File: src/rtl/length_rom_scheduler.sv
// Shares one lengths-ROM read port among CHANNEL_NUM length FIFOs: round-robin grants
// gated by per-channel words-left and FIFO credits, with write-enables delayed by ROM latency.
module length_rom_scheduler #(
  parameter int CHANNEL_NUM     = 8,
  parameter int CHANNEL_NUM_LOG = 3,
  parameter int ADDR_BITS       = 9,
  parameter int CNT_BITS        = 9,
  parameter int FIFO_DEPTH      = 16,
  parameter int ROM_LATENCY     = 1
) (
  input  logic                             clk,
  input  logic                             rst,
  input  logic                             start,
  input  logic [ADDR_BITS*CHANNEL_NUM-1:0] base_addr,
  input  logic [CNT_BITS*CHANNEL_NUM-1:0]  count,
  input  logic [CHANNEL_NUM-1:0]           fifo_read,
  output logic [ADDR_BITS-1:0]             rom_addr,
  output logic [CHANNEL_NUM-1:0]           fifo_wr_en,
  output logic [CHANNEL_NUM-1:0]           channel_done,
  output logic                             busy,
  output logic                             done
);
  localparam int CRED_BITS = $clog2(FIFO_DEPTH + 1);

  typedef enum logic [1:0] {IDLE, RUN, DRAIN} state_t;

  state_t                     state_q;
  logic [ADDR_BITS-1:0]       addr_q      [CHANNEL_NUM];
  logic [CNT_BITS-1:0]        remaining_q [CHANNEL_NUM];
  logic [CRED_BITS-1:0]       credit_q    [CHANNEL_NUM];
  logic [CRED_BITS-1:0]       credit_d    [CHANNEL_NUM];
  logic [CHANNEL_NUM_LOG-1:0] rrPtr_q;
  logic [ROM_LATENCY-1:0]     pipeValid_q;
  logic [CHANNEL_NUM_LOG-1:0] pipeChan_q  [ROM_LATENCY];
  logic [ADDR_BITS-1:0]       romAddr_q;
  logic [CHANNEL_NUM-1:0]     wrEn_q;
  logic [CHANNEL_NUM-1:0]     chanDone_q;
  logic                       busy_q;
  logic                       done_q;

  logic [CHANNEL_NUM-1:0]     eligible;
  logic [CHANNEL_NUM-1:0]     creditInc;
  logic [CHANNEL_NUM-1:0]     creditDec;
  logic                       grantValid;
  logic [CHANNEL_NUM_LOG-1:0] grantIdx;
  logic [CHANNEL_NUM_LOG-1:0] cand;
  int                         idx;
  logic                       lastWord;

  // Round-robin search starting just after the last granted channel.
  always_comb begin
    eligible   = '0;
    grantValid = 1'b0;
    grantIdx   = '0;
    cand       = '0;
    idx        = 0;
    for (int i = 0; i < CHANNEL_NUM; i++)
      eligible[i] = (remaining_q[i] != '0) && (credit_q[i] != '0);
    if (state_q == RUN) begin
      for (int k = 1; k <= CHANNEL_NUM; k++) begin
        idx  = (int'(rrPtr_q) + k) % CHANNEL_NUM;
        cand = CHANNEL_NUM_LOG'(idx);
        if (!grantValid && eligible[cand]) begin
          grantValid = 1'b1;
          grantIdx   = cand;
        end
      end
    end
  end

  // A read returns one credit, a grant consumes one; reads on a full credit count are dropped.
  always_comb begin
    creditInc = '0;
    creditDec = '0;
    lastWord  = 1'b1;
    for (int i = 0; i < CHANNEL_NUM; i++) begin
      creditInc[i] = fifo_read[i] && (credit_q[i] != CRED_BITS'(FIFO_DEPTH));
      creditDec[i] = grantValid && (grantIdx == CHANNEL_NUM_LOG'(i));
      case ({creditInc[i], creditDec[i]})
        2'b10:   credit_d[i] = credit_q[i] + CRED_BITS'(1);
        2'b01:   credit_d[i] = credit_q[i] - CRED_BITS'(1);
        default: credit_d[i] = credit_q[i];
      endcase
      if ((remaining_q[i] != '0) && !(creditDec[i] && (remaining_q[i] == CNT_BITS'(1))))
        lastWord = 1'b0;
    end
  end

  always_ff @(posedge clk) begin
    if (rst) begin
      state_q     <= IDLE;
      romAddr_q   <= '0;
      wrEn_q      <= '0;
      chanDone_q  <= '0;
      busy_q      <= 1'b0;
      done_q      <= 1'b0;
      pipeValid_q <= '0;
      rrPtr_q     <= CHANNEL_NUM_LOG'(CHANNEL_NUM - 1);
      for (int i = 0; i < CHANNEL_NUM; i++) begin
        credit_q[i]    <= CRED_BITS'(FIFO_DEPTH);
        addr_q[i]      <= '0;
        remaining_q[i] <= '0;
      end
      for (int k = 0; k < ROM_LATENCY; k++)
        pipeChan_q[k] <= '0;
    end else begin
      done_q <= 1'b0;
      for (int i = 0; i < CHANNEL_NUM; i++)
        credit_q[i] <= credit_d[i];

      // Stage 0 pairs with the address on rom_addr; the last stage fires the write-enable.
      pipeValid_q[0] <= grantValid;
      pipeChan_q[0]  <= grantIdx;
      for (int k = 1; k < ROM_LATENCY; k++) begin
        pipeValid_q[k] <= pipeValid_q[k-1];
        pipeChan_q[k]  <= pipeChan_q[k-1];
      end
      wrEn_q <= '0;
      if (pipeValid_q[ROM_LATENCY-1])
        wrEn_q[pipeChan_q[ROM_LATENCY-1]] <= 1'b1;

      case (state_q)
        IDLE: begin
          if (start) begin
            for (int i = 0; i < CHANNEL_NUM; i++) begin
              addr_q[i]      <= base_addr[i*ADDR_BITS +: ADDR_BITS];
              remaining_q[i] <= count[i*CNT_BITS +: CNT_BITS];
              chanDone_q[i]  <= (count[i*CNT_BITS +: CNT_BITS] == '0);
            end
            busy_q  <= 1'b1;
            state_q <= RUN;
          end
        end
        RUN: begin
          if (grantValid) begin
            romAddr_q             <= addr_q[grantIdx];
            addr_q[grantIdx]      <= addr_q[grantIdx] + ADDR_BITS'(1);
            remaining_q[grantIdx] <= remaining_q[grantIdx] - CNT_BITS'(1);
            rrPtr_q               <= grantIdx;
            if (remaining_q[grantIdx] == CNT_BITS'(1))
              chanDone_q[grantIdx] <= 1'b1;
          end
          if (lastWord)
            state_q <= DRAIN;
        end
        DRAIN: begin
          if (pipeValid_q == '0) begin
            done_q  <= 1'b1;
            busy_q  <= 1'b0;
            state_q <= IDLE;
          end
        end
        default: state_q <= IDLE;
      endcase
    end
  end

  assign rom_addr     = romAddr_q;
  assign fifo_wr_en   = wrEn_q;
  assign channel_done = chanDone_q;
  assign busy         = busy_q;
  assign done         = done_q;

endmodule

File: config.mk
export PLATFORM = sky130hd
export DESIGN_NAME = length_rom_scheduler
export DESIGN_NICKNAME = d
export VERILOG_FILES = /design/src/rtl/length_rom_scheduler.sv
export SDC_FILE = /design/constraint.sdc
export NUM_CORES = 1
export LEC_CHECK = 0
export ABC_AREA = 0
export BUFFER_PORTS_ARGS = -buffer_cell sky130_fd_sc_hd__buf_4
export CAP_MARGIN = 20
export CORE_UTILIZATION = 45
export DETAILED_ROUTE_END_ITERATION = 12
export PLACE_DENSITY = 0.66
export SLEW_MARGIN = 30
export SYNTH_ARGS = -nofsm -noshare
export SYNTH_HDL_FRONTEND = slang
export SYNTH_SLANG_ARGS = --single-unit
export TNS_END_PERCENT = 1
File: constraint.sdc
create_clock -name clk -period 15.7 [get_ports clk]
set_input_delay 2.355 -clock clk [delete_from_list [all_inputs] [get_ports clk]]
set_output_delay 2.355 -clock clk [all_outputs]
set_load 0.02 [all_outputs]
==> results.tsv, run 1 <==
stage	metric	value	unit
place	Area after DPL	15340	µm²
pwr	clock share of power	29.4	%
yosys	#FFs+latches synth	220	
setup_path	crit path max fanout	29	
sta	Period minus WS final	8.141	ns
sta	TNS Setup	0	ns
sta	Worst Skew	0.02011	ns
clock_network	Root Buffer Master	clkbuf_16	
die	# rows	63	
routing	routed vias	12430	
sta	Tcrit/Tclk final	51.86	%
die	core area	29800	µm²
yosys	ys async rst share	0	%
final_layout	synthesis-to-finish area growth	17.80	%
routing	DR WL/cell	23.86	µm
global_routing	grt total ovfl	0	
yosys	YS warnings	0	
yosys	Synth cell types	88	
place	post-DP HPWL	34.40	mm
setup_path	FF-to-FF setup slack	7.56	ns
routing	met3 WL	5.372	mm
routing	initial DRC count	1450	
sta	fmax	0.1228	GHz
yosys	Post-Syn Instances	1440	
clock_network	H-tree levels	1	
final_layout	layout cell share with drive strength beyond 1	20.40	%
yosys	Avg Inst Size Synth	9.528	µm²
yosys	top cell type's share of synthesized area	31.52	%
setup_path	reg2reg end	credit_q[1][19]	
pwr	internal power	1256	µW
die	Die X-Extent	176.6	µm
routing	ANT nets after route	0	
clock_network	worst skew pair latency	0.55	ns
setup_path	Worst EP arrival	8.55	ns
setup_path	Worst R2R Start	rrPtr_q[1]	
clock_network	Hold-fix buffers, CTS	0	
global_routing	first-pass GRT wire length	70.15	mm
setup_path	R2R cell count	21	
sta	Slew @ Worst Pin	1.128	ns
die	Die H	176.6	µm
sta	Setup Viol. Count Final	0	
clock_network	Clock Pin Slew Worst Setup and Hold Paths	0.06	ns
yosys	EDFF count, synth	144	
setup_path	startpoint types	register	
die	initial core utilization	46.05	%
sta	Final Hold Violating Endpoints	0	
worst_hold_path	Hold Path Depth	2	
routing	DRC viols	0	
sta	RSZ-0062 raised after global routing	false	
pwr	Psw	761.6	µW
pwr	combinational share of power	34.0	%
clock_network	setup bufs post-CTS	0	
pwr	sw frac	37.75	%
clock_network	Post-CTS Resized	0	
final_layout	most frequent cells in the layout	buf_4, nand2_1, edfxtp_1, nor2_1, a21oi_1	
pwr	Leak	0.006533	µW
yosys	mapped cell area	13720	µm²
status	status	complete, no violations	
die	die area	31190	µm²
pwr	Flop pwr share	36.6	%
die	# IOs	182	
flow_run	Max Cap Viol	0	
clock_network	TritonCTS clock tree	done	
final_layout	Ant. Diodes	0	
final_layout	Total Nets Final	1778	
final_layout	post-route cell area	16160	µm²
setup_path	worst endpoint required time	16.11	ns
clock_network	Num CTS Buffers	26	
final_layout	commonest non-fill, non-tap cell in the layout	buf_4	
yosys	main flop type after synthesis	edfxtp_1	
sta	max_slew headroom	24.55	%
setup_path	CP cell instances	inv_1, ha_1, inv_2, mux2_2, mux4_2, nand3_1, a211oi_1, nor4_1, or2_2, nor2_1, nand2_1, clkinv_1, ha_1, inv_1, fa_1, inv_1, a21o_1, a21oi_1, xnor2_1, o21ai_0, or3b_2	
global_routing	initial antenna violation count	2	
yosys	sequential-to-total area share from yosys stat	42.60	%
worst_hold_path	Hold Path Sink	rom_addr[1]	
routing	DR top layer	met4	
worst_hold_path	Hold Crit Start	rom_addr[1]	
setup_path	Crit. End Element	register	
yosys	cell accounting for the most synthesized area	edfxtp_1	
routing	drt total wl	47.44	mm
setup_path	slowest cell on the critical path	dfxtp_1	
yosys	synth top area cells	edfxtp_1, dfxtp_1, nand2_1	
global_routing	vias in the first global route	11550	
global_routing	GRT Total Usage	29.88	%
clock_network	CTS Buffer Depth	3	
global_routing	largest net degree at the start of global routing	74	
routing	met1 WL	19.64	mm
setup_path	Crit path largest cell delay	0.75	ns
yosys	Post-Syn Nets	1640	
place	PortBufs	181	
place	routability cong.	0.9685	
worst_hold_path	Hold WC Path Type	register to register	
routing	Via density	6.253	
pwr	pwr dens	124.8	nW/µm²
routing	met2 wire length	20.69	mm
pwr	maximum VDD drop	0.09028	mV
setup_path	CP dominant cell by count	inv_1	
clock_network	CTS sink count	220	
sta	Pins Over Slew Limit	0	
setup_path	kind of critical path	register to register	
routing	first-pass iteration count of the detailed router	7	
state kept, by name (all words and copies together), names as in the netlist:
name          count
channel_done      8
rrPtr_q           3
pipeValid_q       1
remaining_q      72
state_q           2
pipeChan_q        3
busy              1
credit_q         40
addr_q           72
fifo_wr_en        8
rom_addr          9
done              1
metal layers:
layer  vias to the layer above  track usage, %
li1                       5652               -
met1                      5922           42.73
met2                       743           44.82
met3                       114           5.863
met4                         0           10.56
met5                         -               0
cell type report:
type	count	area [µm²]
sequential	220	5846
multi-input combinational	1055	7234
tap	390	488.0
clock inverter	13	125.1
inverter	77	289.0
clock buffer	35	694.4
fill	2725	13630
timing repair buffer	198	1486
critical path: cells and delay by family (launching register included):
family,cells,cell delay [ns]
XOR/XNOR,1,0.09
AO/OA/AOI/OAI,4,0.56
multiplexers,2,0.87
AND/OR/NAND/NOR,6,2.87
adder cells (fa/ha/maj),3,1.45
flip-flops,1,0.75
buffers and inverters,5,1.38
power by group through the flow:
stage                     combinational [µW]  sequential, µW  clock (µW)
after floorplan                          430             729           0
after global placement                   658             747           0
after detailed placement                 660             747           0
after CTS                                663             736         597
after global routing                     720             743         620
final                                    686             738         593
worst max-delay path by stage:
stage                from         endpoint
6_report       rrPtr_q[1]  credit_q[1][19]
5_1_grt        rrPtr_q[1]  credit_q[1][19]
4_1_cts        rrPtr_q[1]  credit_q[1][19]
3_5_place_dp   rrPtr_q[1]  credit_q[1][19]
3_3_place_gp   rrPtr_q[1]  credit_q[1][19]
2_1_floorplan  rrPtr_q[0]  credit_q[1][14]
cells in the mapped netlist (all sizes together), types with 8 or more instances:
| cell | count |
|---|---|
| nor2 | 144 |
| clkbuf | 60 |
| a22o | 54 |
| mux4 | 17 |
| xnor2 | 20 |
| inv | 74 |
| o31ai | 10 |
| o211ai | 15 |
| o2111ai | 8 |
| a21o | 19 |
| nand3 | 43 |
| ha | 37 |
| fa | 8 |
| a211oi | 28 |
| nand4 | 14 |
| a221o | 10 |
| mux2 | 23 |
| xor2 | 26 |
| nor3 | 44 |
| nor2b | 10 |
| o21ai | 66 |
| a21oi | 85 |
| nand2 | 171 |
| or3b | 8 |
| buf | 28 |
| edfxtp | 144 |
| and3 | 9 |
| a32o | 9 |
| mux2i | 24 |
| nor4 | 36 |
| dfxtp | 76 |
logic make-up (layout without fill, tap and decap cells):
family | count (synthesis) | count (layout) | share of synthesized area (%)
XOR/XNOR | 46 | 46 | 3.101
adder cells (fa/ha/maj) | 45 | 45 | 4.541
buffers and inverters | 165 | 323 | 4.906
AND/OR/NAND/NOR | 523 | 523 | 18.57
multiplexers | 64 | 64 | 6.456
AO/OA/AOI/OAI | 377 | 377 | 19.83
flip-flops | 220 | 220 | 42.60
through the flow:
step           setup slack, ns  power, µW  std cells  util (%)  hold slack, ns
6_report                 7.559       2018       1988     54.25          0.4736
3_5_place_dp             7.696       1407       1940     51.48          0.4511
3_3_place_gp             8.027       1405       1940     51.45          0.4626
5_1_grt                  6.915       2082       1988     54.25          0.4998
4_1_cts                  7.672       1995       1988     54.23          0.4726
2_1_floorplan            8.880       1159       1440         -          0.4467
(Power assumes the default switching activity.)
==> run 2: changes to the inputs <==
==> constraint.sdc (replaced) <==
create_clock -name clk -period 8.19 [get_ports clk]
set_input_delay 1.2285 -clock clk [delete_from_list [all_inputs] [get_ports clk]]
set_output_delay 1.2285 -clock clk [all_outputs]
set_load 0.02 [all_outputs]
==> results.tsv, run 2 (same netlist as run 1, synthesis figures left out) <==
stage	metric	value	unit
clock_network	Root Buffer Master	clkbuf_16	
place	PortBufs	181	
clock_network	TritonCTS clock tree	done	
final_layout	Finished Core Util	55.02	%
pwr	Leak	0.006662	µW
clock_network	CTS Buffer Depth	3	
setup_path	worst endpoint required time	8.45	ns
setup_path	CP dominant cell by count	buf_4	
setup_path	family with the most delay on the worst path	compound AO/OA/AOI/OAI gates	
final_layout	Seq. cell area	5846	µm²
global_routing	grt total ovfl	0	
clock_network	H-tree levels	1	
clock_network	CTS sink count	220	
final_layout	Total Nets Final	1795	
die	initial core utilization	46.05	%
global_routing	first-pass GRT wire length	71.65	mm
global_routing	vias in the first global route	11830	
routing	drt total wl	47.87	mm
sta	Final Hold Violating Endpoints	0	
global_routing	initial antenna violation count	0	
clock_network	Post-CTS Resized	0	
clock_network	Clock Pin Slew Worst Setup and Hold Paths	0.07	ns
flow_run	Max Cap Viol	0	
setup_path	Crit path largest cell delay	0.76	ns
clock_network	worst skew pair latency	0.54	ns
routing	ANT nets after route	0	
pwr	maximum VDD drop	0.1190	mV
global_routing	GRT Total Usage	30.52	%
setup_path	startpoint types	register	
place	routability cong.	0.9583	
die	core area	29800	µm²
place	post-DP HPWL	35.35	mm
sta	Setup Viol. Count Final	0	
routing	first-pass iteration count of the detailed router	6	
final_layout	Ant. Diodes	0	
clock_network	Num CTS Buffers	25	
sta	Pins Over Slew Limit	0	
routing	DR WL/cell	23.88	µm
pwr	Power Total	4012	µW
die	# IOs	182	
setup_path	CP cell instances	buf_4, inv_1, ha_1, inv_2, mux2_2, mux4_2, a31oi_1, a21oi_1, o21ai_4, buf_4, buf_4, nand2_1, a311oi_1, o211ai_2, nor3b_4, and3_1, o31ai_1	
final_layout	Multi-input gate area	7237	µm²
routing	Via density	6.268	
routing	DRC viols	0	
die	die area	31190	µm²
die	Die X-Extent	176.6	µm
status	status	complete, no violations	
global_routing	largest net degree at the start of global routing	72	
setup_path	kind of critical path	register to register	
final_layout	most frequent cells in the layout	buf_4, nand2_1, edfxtp_1, nor2_1, a21oi_1	
sta	Slew @ Worst Pin	1.018	ns
setup_path	Crit. End Element	register	
pwr	pwr dens	244.7	nW/µm²
sta	RSZ-0062 raised after global routing	false	
die	# rows	63	
worst_hold_path	Hold WC Path Type	register to register	
setup_path	slowest cell on the critical path	o21ai_4	
sta	Tcrit/Tclk final	82.10	%
setup_path	crit path max fanout	19	
setup_path	WP buf/inv	5	
final_layout	commonest non-fill, non-tap cell in the layout	buf_4	
clock_network	setup bufs post-CTS	0	
sta	TNS Setup	0	ns
clock_network	Hold-fix buffers, CTS	0	
final_layout	synthesis-to-finish area growth	19.49	%
die	Die H	176.6	µm
routing	initial DRC count	1514	
sta	fmax	0.1487	GHz
sta	Worst Skew	0.01583	ns
final_layout	layout cell share with drive strength beyond 1	21.69	%
final_layout	# fillers	2663	
sta	Period minus WS final	6.724	ns
sta	max_slew headroom	32.12	%
final_layout	Top Registers	addr_q: 72 flops, remaining_q: 72 flops, credit_q: 40 flops	
routing	routed vias	12560	
setup_path	Worst EP arrival	6.99	ns
run 2: worst paths after layout:
kind	from	endpoint	slack (ns)	cells past startpoint
max	rrPtr_q[1]	addr_q[3][7]	1.47	17
min	rom_addr[0]	rom_addr[0]	0.46	2
max reg2reg	rrPtr_q[1]	addr_q[3][7]	1.47	17
min reg2reg	rom_addr[0]	rom_addr[0]	0.46	2
run 2: power breakdown:
group | leakage (µW) | internal, µW | switching [µW]
sequential | 0.00218 | 1320 | 90.3
combinational | 0.00405 | 457 | 882
clock | 0.000436 | 780 | 479
run 2: worst reg2reg max path, delay by kind of cell, from the launching register on:
kind                     cells  cell delay (ns)
AO/OA/AOI/OAI                6             2.46
buffers and inverters        5             1.19
multiplexers                 2             0.89
AND/OR/NAND/NOR              3             0.89
adder cells (fa/ha/maj)      1             0.71
flip-flops                   1             0.31
run 2: layer usage:
metal | track usage [%] | vias to the layer above | routed length, µm
met1 | 43.63 | 5974 | 19780
li1 | - | 5695 | -
met5 | 0 | - | 0
met2 | 46.62 | 780 | 21070
met3 | 5.584 | 113 | 5405
met4 | 9.698 | 0 | 1614
run 2: through the flow:
step	setup WS (ns)	area (µm²)	hold slack, ns	cells
3_5_place_dp	1.687	15470	0.4572	1958
6_report	1.466	16390	0.4595	2004
5_1_grt	1.175	16390	0.4952	2004
4_1_cts	1.649	16390	0.4661	2004
2_1_floorplan	1.370	13720	0.4467	1440
3_3_place_gp	1.774	15470	0.4536	1958
run 2: layout make-up:
cell class / count / share of cell area [%]
clock inverters: 19 / 1.710
clock buffers: 27 / 3.862
repair buffers: 216 / 9.891
flip-flops and latches: 220 / 35.66
well taps: 390 / 2.976
inverters: 77 / 1.763
multi-input cells: 1055 / 44.14
==> run 3: changes to the inputs <==
--- a/config.mk
+++ b/config.mk
@@ -10,7 +10,7 @@
 export CAP_MARGIN = 20
 export CORE_UTILIZATION = 45
 export DETAILED_ROUTE_END_ITERATION = 12
-export PLACE_DENSITY = 0.66
+export PLACE_DENSITY = 0.68
 export SLEW_MARGIN = 30
 export SYNTH_ARGS = -nofsm -noshare
 export SYNTH_HDL_FRONTEND = slang
==> constraint.sdc (replaced) <==
create_clock -name clk -period 5.5 [get_ports clk]
set_input_delay 0.825 -clock clk [delete_from_list [all_inputs] [get_ports clk]]
set_output_delay 0.825 -clock clk [all_outputs]
set_load 0.02 [all_outputs]
==> results.tsv, run 3 (same netlist as run 1, synthesis figures left out) <==
stage	metric	value	unit
clock_network	H-tree levels	1	
die	# rows	63	
worst_hold_path	Hold Crit Start	rom_addr[0]	
sta	Final Hold Violating Endpoints	0	
final_layout	most frequent cells in the layout	buf_4, nand2_1, edfxtp_1, nor2_1, a21oi_1	
global_routing	vias in the first global route	12520	
clock_network	CTS sink count	220	
pwr	internal power	4266	µW
clock_network	Num CTS Buffers	25	
setup_path	CP cell instances	or4_4, o32ai_4, mux2i_2, mux4_2, or2_4, or4_1, a211o_4, nand2_8, buf_6, o221ai_1, buf_4, o2bb2ai_2, inv_1, ha_2, inv_1, buf_4, buf_4, a21oi_4, nand4b_4, buf_6, or3_4, nand3_2	
pwr	pwr dens	364.3	nW/µm²
routing	DR WL/cell	23.53	µm
setup_path	worst setup path start	remaining_q[0][1]	
die	# IOs	182	
sta	Worst Skew	0.02615	ns
clock_network	TritonCTS clock tree	done	
routing	Via density	6.194	
final_layout	Ant. Diodes	0	
sta	TNS Setup	0	ns
sta	Slew @ Worst Pin	0.9569	ns
setup_path	startpoint types	register	
setup_path	Crit. End Element	register	
die	initial core utilization	46.05	%
place	post-DP HPWL	38.59	mm
clock_network	worst skew pair latency	0.56	ns
routing	initial DRC count	1711	
clock_network	Clock Pin Slew Worst Setup and Hold Paths	0.07	ns
worst_hold_path	Hold WC Path Type	register to register	
setup_path	slowest cell on the critical path	or4_4	
sta	Tcrit/Tclk final	98.55	%
final_layout	Seq. cell area	5846	µm²
setup_path	Crit path largest cell delay	0.55	ns
global_routing	largest net degree at the start of global routing	109	
final_layout	Total Nets Final	1979	
routing	ANT nets after route	0	
sta	Pins Over Slew Limit	0	
sta	max_slew headroom	35.97	%
setup_path	crit path max fanout	8	
setup_path	CP dominant cell by count	buf_4	
setup_path	FF-to-FF setup slack	0.08	ns
setup_path	Worst EP arrival	5.83	ns
place	PortBufs	181	
place	Area after DPL	16990	µm²
pwr	combinational share of power	39.5	%
setup_path	Worst R2R Start	remaining_q[0][1]	
global_routing	grt total ovfl	0	
routing	first-pass iteration count of the detailed router	6	
setup_path	worst endpoint required time	5.91	ns
status	status	complete, no violations	
pwr	Leak	0.007647	µW
final_layout	post-route cell area	18120	µm²
final_layout	# fillers	2566	
die	die area	31190	µm²
final_layout	layout cell share with drive strength beyond 1	31.98	%
routing	routed vias	13550	
sta	RSZ-0062 raised after global routing	true	
sta	Setup Viol. Count Final	0	
pwr	maximum VDD drop	0.2799	mV
place	routability cong.	1.025	
pwr	Flop pwr share	31.8	%
global_routing	initial antenna violation count	0	
die	Die H	176.6	µm
routing	DRC viols	0	
clock_network	CTS Buffer Depth	3	
global_routing	first-pass GRT wire length	75.63	mm
setup_path	kind of critical path	register to register	
global_routing	GRT Total Usage	32.40	%
die	core area	29800	µm²
die	Die X-Extent	176.6	µm
clock_network	Root Buffer Master	clkbuf_16	
flow_run	Max Cap Viol	0	
final_layout	Top Registers	addr_q: 72 flops, remaining_q: 72 flops, credit_q: 40 flops	
final_layout	Multi-input gate area	7448	µm²
final_layout	synthesis-to-finish area growth	32.09	%
pwr	Psw	2336	µW
sta	fmax	0.1845	GHz
pwr	clock share of power	28.6	%
pwr	sw frac	35.39	%
routing	drt total wl	51.48	mm
final_layout	commonest non-fill, non-tap cell in the layout	buf_4	
sta	Period minus WS final	5.420	ns
==> run 3: area by class of cell <==
cell class / count / share of cell area, %
clock buffer: 29 / 3.535
clock inverter: 17 / 1.498
multi-input combinational: 1055 / 41.10
tap: 390 / 2.692
sequential: 220 / 32.25
inverter: 77 / 1.629
timing repair buffer: 400 / 17.29
==> run 3: final timing paths <==
kind	end	cells past startpoint
worst max-delay path	addr_q[6][8]	22
worst min-delay path	rom_addr[0]	2
worst max register to register	addr_q[6][8]	22
worst min register to register	rom_addr[0]	2
==> run 3: power groups by stage <==
stage / sequential, µW / clock, µW / combinational [µW]
final: 2100 / 1890 / 2610
after global routing: 2120 / 1960 / 2740
after detailed placement: 2130 / 0 / 2460
after CTS: 2090 / 1900 / 2480
after floorplan: 2080 / 0 / 1250
after global placement: 2120 / 0 / 2440
==> run 3: critical path, delay by kind of cell, from the launching register on <==
family	cells	cell delay [ns]
compound gates	5	1.13
fa+ha+maj	1	0.18
buf+inv	7	0.84
flops	1	0.42
simple gates	7	2.04
mux	2	0.63
==> run 3: timing repair <==
item                                    4_1_cts  5_1_grt
setup buffers                                 0        3
pin swaps                                     0       11
gates resized for setup                       3       47
hold buffers                                  0        0
endpoints found under the setup margin       17      120
==> run 3: per-stage QoR <==
| step | worst slack [ns] | std cells | hold WS, ns | total power [µW] | utilization [%] |
|---|---|---|---|---|---|
| final | 0.07952 | 2188 | 0.4612 | 6603 | 60.83 |
| after CTS | -0.01558 | 2185 | 0.4666 | 6482 | 60.14 |
| after global routing | -0.05422 | 2188 | 0.4942 | 6817 | 60.83 |
| after floorplan | -0.0001164 | 1440 | 0.4467 | 3330 | - |
| after detailed placement | -0.09931 | 2139 | 0.4584 | 4591 | 57.03 |
| after global placement | -0.006315 | 2139 | 0.4487 | 4560 | 57.01 |
==> run 3: per-layer routing <==
metal | global-route usage, % | vias up | routed length (µm)
met5 | 0 | - | 0
met4 | 11.21 | 0 | 1707
met3 | 4.596 | 97 | 5450
met2 | 50.42 | 813 | 23290
met1 | 46.04 | 6584 | 21040
li1 | - | 6059 | -
